[src/rtl/cpu_defs_pkg.sv]
// Shared CPU definitions: redirect-select encodings, fetch FSM states,
// default reset PC and a word-alignment helper.
package cpu_defs_pkg;

    // Redirect select driven by the hazard/branch logic.
    localparam logic [1:0] PCSRC_SEQ = 2'b00;
    localparam logic [1:0] PCSRC_BR  = 2'b01;
    localparam logic [1:0] PCSRC_J   = 2'b10;
    localparam logic [1:0] PCSRC_JR  = 2'b11;

    // Fetch FSM states.
    typedef enum logic [1:0] {
        ST_IDLE    = 2'd0,
        ST_FETCH   = 2'd1,
        ST_READY   = 2'd2,
        ST_DISCARD = 2'd3
    } if_state_e;

    localparam logic [31:0] DEFAULT_RESET_PC = 32'h0000_0000;

    // Every PC loaded into the fetch unit is forced onto a word boundary.
    function automatic logic [31:0] align_word(input logic [31:0] addr);
        return {addr[31:2], 2'b00};
    endfunction

endpackage

[src/rtl/pc_next_mux.sv]
// Next-PC select: sequential PC+4 or one of the branch/jump/jr targets,
// always word aligned. Purely combinational.
module pc_next_mux
    import cpu_defs_pkg::*;
(
    input  logic [1:0]  pcsrc_i,
    input  logic [31:0] branch_target_i,
    input  logic [25:0] jump_target_i,
    input  logic [31:0] id_pcadd4_i,
    input  logic [31:0] jr_target_i,
    input  logic [31:0] if_pc_i,
    output logic        redirect_o,
    output logic [31:0] next_pc_o
);

    logic [31:0] raw_target;

    // Only the region bits of the jumping instruction's PC+4 form the jump target.
    logic unused_pcadd4_lo;
    assign unused_pcadd4_lo = ^id_pcadd4_i[27:0];

    assign redirect_o = (pcsrc_i != PCSRC_SEQ);

    // Select the raw target, then align it.
    always_comb begin
        raw_target = if_pc_i + 32'd4;
        case (pcsrc_i)
            PCSRC_BR: raw_target = branch_target_i;
            PCSRC_J:  raw_target = {id_pcadd4_i[31:28], jump_target_i, 2'b00};
            PCSRC_JR: raw_target = jr_target_i;
            default:  raw_target = if_pc_i + 32'd4;
        endcase
    end

    assign next_pc_o = align_word(raw_target);

endmodule

[src/rtl/instruction_fetch_unit.sv]
// Instruction fetch stage: owns the PC, reads instruction memory over a
// req/ack handshake and presents the fetched word plus PC+4 to IF/ID.
//
// Handshake: once IMem_Req rises, IMem_Addr stays stable and Req stays high
// until the cycle IMem_Ack is seen; data is taken only in the Ack cycle.
// The one exception is READY with PCWre=1, where Req/Addr are a same-cycle
// request for PC+4 that falls back to FETCH (holding that address) if not
// acked immediately. A reset abandons any outstanding request at once.
module instruction_fetch_unit
    import cpu_defs_pkg::*;
#(
    parameter logic [31:0] RESET_PC = DEFAULT_RESET_PC
) (
    input  logic        Clk,
    input  logic        Reset,
    input  logic        PCWre,
    input  logic [1:0]  PCSrc,
    input  logic [31:0] BranchTarget,
    input  logic [25:0] JumpTarget,
    input  logic [31:0] ID_PCadd4,
    input  logic [31:0] JrTarget,
    output logic        IMem_Req,
    output logic [31:0] IMem_Addr,
    input  logic        IMem_Ack,
    input  logic [31:0] IMem_RData,
    output logic [31:0] IF_PC,
    output logic [31:0] IF_PCadd4,
    output logic [31:0] IF_Instruction,
    output logic        IF_Valid,
    output logic [1:0]  DbgState
);

    if_state_e   state_q, state_d;
    logic [31:0] pc_q, pc_d;
    logic [31:0] instr_q, instr_d;
    logic [31:0] hold_addr_q, hold_addr_d;   // squashed address kept on the bus in DISCARD

    logic        redirect;
    logic [31:0] next_pc;

    pc_next_mux u_pc_next_mux (
        .pcsrc_i         (PCSrc),
        .branch_target_i (BranchTarget),
        .jump_target_i   (JumpTarget),
        .id_pcadd4_i     (ID_PCadd4),
        .jr_target_i     (JrTarget),
        .if_pc_i         (pc_q),
        .redirect_o      (redirect),
        .next_pc_o       (next_pc)
    );

    // State, PC, fetched word and squashed-address registers.
    always_ff @(posedge Clk or negedge Reset) begin
        if (!Reset) begin
            state_q     <= ST_IDLE;
            pc_q        <= RESET_PC;
            instr_q     <= 32'h0;
            hold_addr_q <= RESET_PC;
        end else begin
            state_q     <= state_d;
            pc_q        <= pc_d;
            instr_q     <= instr_d;
            hold_addr_q <= hold_addr_d;
        end
    end

    // Next-state and memory-request decode; redirect beats advance beats hold.
    always_comb begin
        state_d     = state_q;
        pc_d        = pc_q;
        instr_d     = instr_q;
        hold_addr_d = hold_addr_q;
        IMem_Req    = 1'b0;
        IMem_Addr   = pc_q;
        IF_Valid    = 1'b0;

        case (state_q)
            ST_IDLE: begin
                state_d = ST_FETCH;
                if (redirect) pc_d = next_pc;
            end

            ST_FETCH: begin
                IMem_Req = 1'b1;
                if (redirect) begin
                    pc_d = next_pc;
                    if (!IMem_Ack) begin
                        // Request still in flight: keep its address until acked.
                        hold_addr_d = pc_q;
                        state_d     = ST_DISCARD;
                    end
                end else if (IMem_Ack) begin
                    instr_d = IMem_RData;
                    state_d = ST_READY;
                end
            end

            ST_DISCARD: begin
                IMem_Req  = 1'b1;
                IMem_Addr = hold_addr_q;
                if (redirect) pc_d = next_pc;
                if (IMem_Ack) state_d = ST_FETCH;
            end

            ST_READY: begin
                IF_Valid = 1'b1;
                if (redirect) begin
                    pc_d    = next_pc;
                    state_d = ST_FETCH;
                end else if (PCWre) begin
                    // next_pc is PC+4 here since no redirect is selected.
                    IMem_Req  = 1'b1;
                    IMem_Addr = next_pc;
                    pc_d      = next_pc;
                    if (IMem_Ack) instr_d = IMem_RData;
                    else          state_d = ST_FETCH;
                end
            end

            default: state_d = ST_IDLE;
        endcase
    end

    assign IF_PC          = pc_q;
    assign IF_PCadd4      = pc_q + 32'd4;
    assign IF_Instruction = instr_q;
    assign DbgState       = state_q;

endmodule

[config.mk]
export PLATFORM = sky130hd
export DESIGN_NAME = instruction_fetch_unit
export DESIGN_NICKNAME = d
export VERILOG_FILES = /design/src/rtl/cpu_defs_pkg.sv /design/src/rtl/pc_next_mux.sv /design/src/rtl/instruction_fetch_unit.sv
export SDC_FILE = /design/constraint.sdc
export NUM_CORES = 1
export LEC_CHECK = 0
export CORE_UTILIZATION = 43
export CTS_BUF_LIST = sky130_fd_sc_hd__clkbuf_4 sky130_fd_sc_hd__clkbuf_8
export DETAILED_ROUTE_END_ITERATION = 10
export PLACE_DENSITY_LB_ADDON = 0.1
export RECOVER_POWER = 25
export SYNTH_ARGS = -nofsm -noshare
export SYNTH_HDL_FRONTEND = slang
export SYNTH_HIERARCHICAL = 1
export SYNTH_SLANG_ARGS = --single-unit
[constraint.sdc]
create_clock -name Clk -period 3.3 [get_ports Clk]
set_clock_uncertainty 0.2 [all_clocks]
set_input_delay 0.495 -clock Clk [delete_from_list [all_inputs] [get_ports Clk]]
set_output_delay 0.495 -clock Clk [all_outputs]
set_load 0.005 [all_outputs]
==> metrics.cfg <==
[sta]
finalCriticalPeriod_ps = 3530
tns_ps = -2160
setup_viol = 21
fin_crit_sh = 1.07
slew_headroom = 0.215
max_freq_ghz = 0.284
setup_ws_ps = -226
maxSlewViolCount = 0
whs_ps = 290
rsz0062_at_grt = true
tightest_slew_ps = 1180
hold_violations = 0

[cells_and_area]
n_fill_cell = 1022
area_delta_synth_final_pct = 66.5
num-nets-final = 1049
utilization = 0.742
drive_gt1_frac = 0.346

[synthesis]
synth_top_cell_by_area = dfrtp_1
synthArstFlopShare = 1.00
ys_seq_area_frac = 0.394
synth_area_sq_um = 6230
ys_warn_count = 6
synth-main-ff-cell = dfrtp_1
synth_edf_count = 0
synthTopCellsByArea = dfrtp_1 (39%), mux2_2 (11%), mux4_2 (9.0%), mux2_1 (6.1%), a222oi_1 (5.0%)
ys_types = 56
syn_avg_cell_area_sq_um = 11.6
synth.top_cell.area_share = 0.394
ys_seq_elements = 98
netlist_instances = 536

[clocking]
clk_pin_slew_ps = 100
cts_tree = built
cts_max_path_buffers = 2
clkLatencyLatePin_ps = 380
numCtsBuffers = 9
cts.sinks = 98
cts-root-buf = clkbuf_8
ctsHtreeMaxLevel = 3

[route]
avgRoutedWirePerCell_um = 20.1
ant_nets = 0
wirelength_um = 21600
vias_per_cell = 5.67
vias = 6080
first_iter_violations = 472
drc_errors = 0
drtPass1Iterations = 7

[global_route]
first_global_vias = 6319
grt_pass1_wl_um = 32600
grt_overflow = 0
track_usage = 0.287
antenna_found_initial = 1
grt_max_degree = 54

[critical_path]
r2r_cells = 11
cp_data_required_time_ps = 2600
path_class = flop to primary output
timing.rr.end = IF_PC[23]
arrival_ps = 2830
regToRegSetupSlack_ps = 530
reg2reg_from = IF_PC[3]
crit_fanout = 5
worst_setup_path_start_kind = flop
critPathCaptureType = primary output

[worst_hold_path]
whs_path_depth = 1
hold_class = flop to flop
hold_end = IF_Instruction[28]
hp-start = IF_Instruction[28]

[run_status]
status = finished with violations
violations = setup timing

[die]
die_w_um = 122
io_pins = 292
die_h_um = 122
floorplan.initialDensity = 0.445
rows = 43
coreArea_sq_um = 14000
dieArea_sq_um = 15000

[place]
io_buffer_count = 259
post-place-ws_ps = -307
place_congestion = 0.828
dpl.hpwl_um = 14500

[pwr]
p_int_mw = 3.37
total_leakage_power_nw = 4.53
p_sw_frac = 0.323
clkPwrFrac = 0.184
combPwrFrac = 0.466
power_density_nw_per_um2 = 479
sequentialPowerShare = 0.350
ir_drop_v = 0.000384
p_sw_mw = 1.60

[job]
maxCapViolations = 0

[power groups by stage]
stage	Sequential (mW)	Combinational (mW)	Clock, mW
CTS	1.74	2.26	0.927
floorplan	1.83	0.842	0
global placement	1.73	2.23	0
finish	1.74	2.32	0.913
detailed placement	1.76	2.26	0
global route	1.79	2.48	0.976
[area by class of cell]
cell class / count / area [sq um] / area share
Clock inverter: 7 / 106 / 0.0103
Timing Repair Buffer: 377 / 3500 / 0.338
Tap cell: 180 / 225 / 0.0217
Multi-Input combinational cell: 361 / 3810 / 0.367
Inverter: 40 / 150 / 0.0145
Antenna cell: 1 / 2.50 / 0.000241
Clock buffer: 9 / 124 / 0.0119
Sequential cell: 98 / 2450 / 0.237
[cells in the final DEF, fill, tap and decap left out, drive strengths merged, types with 8 or more instances in the layout]
master	netlist	routed
nor2	15	15
clkdlybuf4s50	0	217
buf	25	133
nor4	8	8
dfrtp	98	98
dlygate4sd2	0	9
xnor2	34	34
nand4	16	16
xor2	21	21
clkbuf	14	18
a222oi	31	31
mux2	96	96
nand2	24	24
and3	9	9
mux4	26	26
inv	40	44
nand3	24	24
[cell usage after synthesis, types with 3 or more instances]
cell type	count
dfrtp_1	98
mux2_2	62
inv_1	39
mux2_1	34
xnor2_1	34
a222oi_1	31
mux4_2	25
nand2_1	23
nand3_1	21
xor2_1	21
buf_2	17
nand4_1	16
nor2_1	15
clkbuf_1	14
and3_1	7
nor4_1	7
and4_1	6
mux2i_1	5
buf_4	4
nand2b_1	4
a221oi_1	3
buf_6	3
nor2b_1	3
o21ai_0	3
[how the worst max path moves through the flow]
stage / slack (ps) / start / endpoint / cells after the start
floorplan: 200 / IF_PC[2] / IMem_Addr[26] / 8
finish: -230 / IF_PC[12] / IMem_Addr[28] / 10
global route: -340 / IF_PC[12] / IMem_Addr[30] / 10
detailed placement: -310 / IF_PC[3] / IMem_Addr[26] / 9
CTS: -190 / IF_PC[2] / IMem_Addr[30] / 10
global placement: -230 / IF_PC[3] / IMem_Addr[21] / 8
[layer usage]
metal | wire, um | vias up | track usage
li1 | - | 2703 | -
met1 | 8390 | 3042 | 0.343
met2 | 10700 | 298 | 0.489
met3 | 1840 | 37 | 0.0688
met4 | 664 | 0 | 0.127
met5 | 0 | - | 0
[repair_timing]
| item | in CTS | in global routing |
|---|---|---|
| endpoints found under the hold margin | 45 | 0 |
| pin swaps | 66 | 35 |
| setup endpoints to repair | 36 | 45 |
| setup buffers | 31 | 23 |
| gates resized for setup | 143 | 47 |
| hold buffers | 1 | 0 |
| cloned | 1 | 0 |
[logic make-up (layout without fill, tap and decap cells)]
family,Yosys count,after routing,synth area share
fa+ha+maj,2,2,0.00402
other cells,1,3,0.000602
mux,127,127,0.276
compound gates,50,51,0.0727
xor+xnor,55,55,0.0773
simple gates,124,124,0.119
flops,98,98,0.394
buf+inv,79,433,0.0570
[per-stage QoR]
step / power [mW] / instances / instance area [sq um]
after detailed placement: 4.02 / 1003 / 9410
final: 4.97 / 1073 / 10400
after floorplan: 2.67 / 537 / 6230
after global placement: 3.96 / 1003 / 9410
after CTS: 4.93 / 1051 / 10100
after global routing: 5.25 / 1073 / 10400
[flip-flops by register name, indices dropped and copies added (netlist names)]
signal,flops
IF_PC,32
hold_addr_q,32
IF_Instruction,32
DbgState,2
[critical path: stages, from the launching register on]
cell,delay (ps)
dfrtp_1,380
and4_4,290
nand3_4,120
buf_6,150
buf_4,130
nor4_4,310
xor2_1,110
mux4_2,470
a222oi_1,280
inv_1,70
buf_2,140
(Power assumes the default switching activity.)
==> variant 1, RTL diff (config.mk and constraints unchanged) <==
Register the output `DbgState` once more, cleared by the reset; this adds one clock of latency there. The other outputs are not delayed to match.
--- a/src/rtl/instruction_fetch_unit.sv
+++ b/src/rtl/instruction_fetch_unit.sv
@@ -124,7 +124,13 @@
     assign IF_PC          = pc_q;
     assign IF_PCadd4      = pc_q + 32'd4;
     assign IF_Instruction = instr_q;
-    assign DbgState       = state_q;
+    always_ff @(posedge Clk or negedge Reset) begin
+        if (!Reset) begin
+            DbgState <= '0;
+        end else begin
+            DbgState <= state_q;
+        end
+    end
 
 endmodule
 
Behaviour: not the same (a bounded check fails within 4 cycles, from zero or initial values and one cycle with Reset low).
==> variant 1 against the original RTL <==
Highest routed layer unchanged. Register-to-register slack worse by 0.16 ns. Setup slack better by 0.037 ns. Routed wire length is 7.4% higher. Design area is 5.9% higher. Non-clock buffer count is 5 lower. Power is 4.7% higher. Sequential cell count is 2 higher. The run still ends with negative setup slack left. Area after synthesis is 5.9% higher.
==> variant 1: results (changes against the original RTL) <==
* Port bufs at 259 (unchanged)
* Synth area leaders: dfrtp_1, mux2_2, mux4_2, xor2_1, o31ai_1
* Seq/Total Area, Yosys at 0.3791 (-0.01443)
* Share of layout cells above drive strength 1 at 0.3898 (+0.04335)
* Number of diodes at 0 (-1)
* Final Setup Violations at 16 (-24%)
* Antenna violations before repair at 0 (-1)
* H-tree depth at 3 (unchanged)
* HPWL after DPL at 16430 microns (+14%)
* Worst min path class: flop to flop
* NumNets Final at 1114 (+6.2%)
* CP Data Arrival Time at 2.79 ns (-0.04 ns)
* Failing checks: negative setup slack
* Leak pwr at 4.676 nW (+3.2%)
* DR vias at 6362 (+4.6%)
* Headroom to the max-slew limit at 0.2352 (+0.01998)
* Status: finished, violations left
* Drt pass-1 iters at 4 (-3)
* Synth top cells by count: dfrtp_1, mux2_2, nor2_1
* First-pass GRT wire length at 36070 microns (+10%)
* Reg-to-reg critical path endpoint: IF_Instruction[5]
* Gr usage total at 0.2944 (+0.007331)
* Setup slack at placement at -0.2508 ns (+0.05661 ns)
* Netlist cell types at 52 (-7.1%)
* Reg-to-reg startpoint: state_q[1]
* Clock latency on the worst-skew pair at 0.40 ns (+0.02 ns)
* Reg clk slew, reported paths at 0.11 ns
* Max VDD drop at 0.3530 mV (-8.0%)
* Hold Path Depth at 1 (unchanged)
* CP Class: flop to output port
* HP Start: hold_addr_q[9]
* Worst-case clock buffer depth at 2 (unchanged)
* CTS root buffer: clkbuf_8
* Largest net degree at the start of global routing at 58 (+7.4%)
* Reg2Reg Depth at 7 (-4)
* Worst setup margin at -0.1888 ns (+0.03722 ns)
* Vias in the first global route at 6528 (+3.3%)
* DRT iter0 DRCs at 337 (-29%)
* Flop-to-flop setup slack at 0.37 ns (-0.16 ns)
* Worst Hold End: hold_addr_q[9]
* Final GP Congestion at 0.8722 (+5.4%)
* Yosys Warn Count at 6 (unchanged)
* CTS Buf Count at 9 (unchanged)
* Setup_tns at -1.959 ns (+0.2037 ns)
* Async set-reset flop share out of synthesis at 1.000 (unchanged)
* Crit path max fanout at 6 (+1)
* DR WL/cell at 20.35 microns (+1.0%)
variant 1: metal layers:
| layer | global-route usage | up-vias | routed length (microns) | part of all wire |
|---|---|---|---|---|
| li1 | - | 2909 | - | - |
| met3 | 0.07137 | 28 | 1669 | 0.072 |
| met4 | 0.07796 | 0 | 341 | 0.015 |
| met1 | 0.3608 | 3167 | 9423 | 0.41 |
| met5 | 0 | - | 0 | 0 |
| met2 | 0.5167 | 258 | 11790 | 0.51 |
variant 1: power by group:
| part | internal (mW) | total (mW) | switching, mW |
|---|---|---|---|
| Clock | 0.293 | 0.808 | 0.514 |
| Combinational | 1.54 | 2.64 | 1.09 |
| Sequential | 1.57 | 1.76 | 0.195 |
| Total | 3.40 | 5.20 | 1.80 |
variant 1: worst max path at each step:
stage               startpoint             to  depth (start not counted)  slack [ns]
CTS                   IF_PC[3]  IMem_Addr[26]                         10       -0.19
global route          IF_PC[3]  IMem_Addr[26]                         10       -0.28
detailed placement    IF_PC[3]  IMem_Addr[19]                         10       -0.25
global placement      IF_PC[2]  IMem_Addr[19]                         10       -0.25
floorplan             IF_PC[2]  IMem_Addr[26]                          8        0.22
finish                IF_PC[3]  IMem_Addr[29]                          9       -0.19
variant 1: logic make-up (layout without fill, tap and decap cells):
group           after synthesis  in the layout  synth area share
simple gates                191            191            0.1634
mux                         127            127            0.2607
flops                       100            100            0.3791
xor+xnor                     55             55           0.07299
other cells                   1              2         0.0005682
fa+ha+maj                     2              2          0.003791
compound gates               81             81           0.07962
buf+inv                      56            399           0.03981
variant 1: critical path, cell delays in order, from the launching register on:
cell and delay (ns):
dfrtp_1 0.44, and4_4 0.28, nand2b_4 0.10, buf_6 0.15
nor4_4 0.28, xor2_1 0.14, mux4_2 0.52, o31ai_1 0.21
a21oi_1 0.12, buf_2 0.15
variant 1: timing repair:
action,4_1_cts,5_1_grt
setup buffers,29,13
gates resized for setup,175,84
pin swaps,75,42
setup endpoints to repair,38,41
hold endpoints to repair,43,0
hold buffers,1,0
variant 1: area by class of cell:
cell class	count	area, sq um
sequential	100	2504
multi-input combinational	458	4488
fill	1018	3765
inverter	11	41.29
tap	184	230.2
clock buffer	9	123.9
timing repair buffer	372	3531
clock inverter	7	71.32
variant 1: metrics by stage:
| step | hold WS (ns) | area, sq um | instances |
|---|---|---|---|
| after floorplan | -0.0005910 | 6604 | 614 |
| after global placement | 0.2705 | 9892 | 1087 |
| after detailed placement | 0.2860 | 9892 | 1087 |
| after CTS | 0.3104 | 10640 | 1132 |
| after global routing | 0.3222 | 10990 | 1141 |
| final | 0.3089 | 10990 | 1141 |
==> variant 2, RTL diff (same flow settings) <==
Made on the original files. `instr_q` no longer has a reset.
--- a/src/rtl/instruction_fetch_unit.sv
+++ b/src/rtl/instruction_fetch_unit.sv
@@ -54,14 +54,16 @@
         if (!Reset) begin
             state_q     <= ST_IDLE;
             pc_q        <= RESET_PC;
-            instr_q     <= 32'h0;
             hold_addr_q <= RESET_PC;
         end else begin
             state_q     <= state_d;
             pc_q        <= pc_d;
-            instr_q     <= instr_d;
             hold_addr_q <= hold_addr_d;
         end
+    end
+
+    always_ff @(posedge Clk) begin
+        instr_q <= instr_d;
     end
 
     // Next-state and memory-request decode; redirect beats advance beats hold.
Behaviour: differs if Reset is asserted again (counterexample within 4 cycles, from zero or initial values and one cycle with Reset low); with Reset held inactive, the same outputs for 4 cycles.
==> variant 2 against the original RTL <==
The flow finishes with violations (max-capacitance violations, max-slew violations, negative setup slack). Highest routed layer unchanged. Routed wire length down 6.9%. Fmax down 2.7%. Sequential cell count unchanged. Area after synthesis down 2.8%. Cell count down 3.3%. Hold slack better by 0.027 ns. Sequential share of layout area up 2.3 points. Setup slack worse by 0.099 ns. Power down 11%. Design area down 2.8%.
==> variant 2: results (changes against the original RTL) <==
* Failing checks: max-capacitance violations, max-slew violations, negative setup slack
* Via density per instance at 5.624 (-0.74%)
* Largest net degree at the start of global routing at 67 (+24%)
* DRT iter0 DRCs at 404 (-14%)
* Seq/Total Area, Yosys at 0.4314 (+0.03783)
* Synth area leaders: dfrtp_1, edfxtp_1, mux2_2, mux4_2, a222oi_1
* Placed Cells incl. Taps at 974 (-2.9%)
* Synth top cells by count: dfrtp_1, mux2_2, inv_1
* Finished Layout Cells at 1038 (-3.3%)
* Max VDD drop at 0.2493 mV (-35%)
* HPWL after DPL at 14080 microns (-2.6%)
* Number of synthesized flops with an enable pin at 32 (+32)
* MaxCap Viol Count at 1 (+1)
* Setup slack at placement at -0.2951 ns (+0.01237 ns)
* Vias in the first global route at 5919 (-6.3%)
* Worst setup margin at -0.3255 ns (-0.09943 ns)
* Final-report max-slew violation count at 67 (+67)
* First-pass GRT wire length at 31060 microns (-4.8%)
* Post-route design area at 0.01008 sq mm (-2.8%)
* Final Setup Violations at 23 (+9.5%)
* Avg Cell Area, Syn at 12.09 sq um (+4.0%)
* Met1 GRT Util at 0.3400 (-0.002944)
* DP Area at 0.009239 sq mm (-1.8%)
* CP max stage delay at 0.49 ns (+0.02 ns)
* Leak pwr at 4.272 nW (-5.7%)
* Crit path max fanout at 3 (-2)
* Setup_tns at -3.475 ns (-1.312 ns)
* Final GP Congestion at 0.8661 (+4.6%)
* Async set-reset flop share out of synthesis at 0.6735 (-0.3265)
* Met2 Resource Use GR at 0.4799 (-0.009581)
* Drt pass-1 iters at 5 (-2)
* Status: finished, violations left
* CP Data Arrival Time at 2.93 ns (+0.10 ns)
* Gr usage total at 0.2783 (-0.008751)
* Fillers at 899 (-12%)
* M3 GR Usage at 0.05519 (-0.01358)
## variant 2: path summary, 6_finish.rpt
path	startpoint	end	slack, ns	cells after the start
setup / recovery	IF_PC[2]	IMem_Addr[26]	-0.33	10
max in group asynchronous	Reset	DbgState[0]	1.43	1
hold / removal	hold_addr_q[1]	hold_addr_q[1]	0.32	1
min in group asynchronous	Reset	hold_addr_q[21]	0.34	1
hold reg to reg	hold_addr_q[1]	hold_addr_q[1]	0.32	1
setup reg to reg	IF_PC[12]	IF_PC[31]	0.54	11
## variant 2: timing repair
action                                  in CTS  in global routing
hold buffers                                 0                  0
gates cloned                                 1                  0
buffers inserted                            31                 19
resized for setup                          156                 28
pin swaps                                   61                 27
endpoints found under the setup margin      41                 38
## variant 2: where the power goes
group | switching [mW] | total, mW | leakage (nW) | internal, mW
clock network | 0.448 | 0.883 | 0.115 | 0.435
registers | 0.131 | 1.61 | 1.06 | 1.48
logic | 0.824 | 1.94 | 3.10 | 1.12
## variant 2: layout make-up
cell class,instances,share of cell area
Multi-Input combinational cell,327,0.3385
Clock inverter,7,0.009926
Inverter,41,0.01526
Clock buffer,9,0.01228
Antenna cell,1,0.0002481
Sequential cell,98,0.2592
Tap cell,176,0.02184
Timing Repair Buffer,379,0.3428
## variant 2: cells by family (layout without fill, tap and decap cells)
logic type      after synthesis  after routing  share of synthesized area
xor+xnor                     55             55                    0.07955
buf+inv                      78            436                    0.06364
simple gates                122            122                     0.1231
flops                        98             98                     0.4314
other cells                   1              3                  0.0006192
fa+ha+maj                     2              2                   0.004132
compound gates               50             51                    0.07293
mux                          95             95                     0.2246
## variant 2: per-layer routing
| layer | part of all wire | routed length, microns |
|---|---|---|
| met5 | 0 | 0 |
| met4 | 0.024 | 483 |
| met3 | 0.076 | 1531 |
| met2 | 0.51 | 10220 |
| met1 | 0.39 | 7882 |
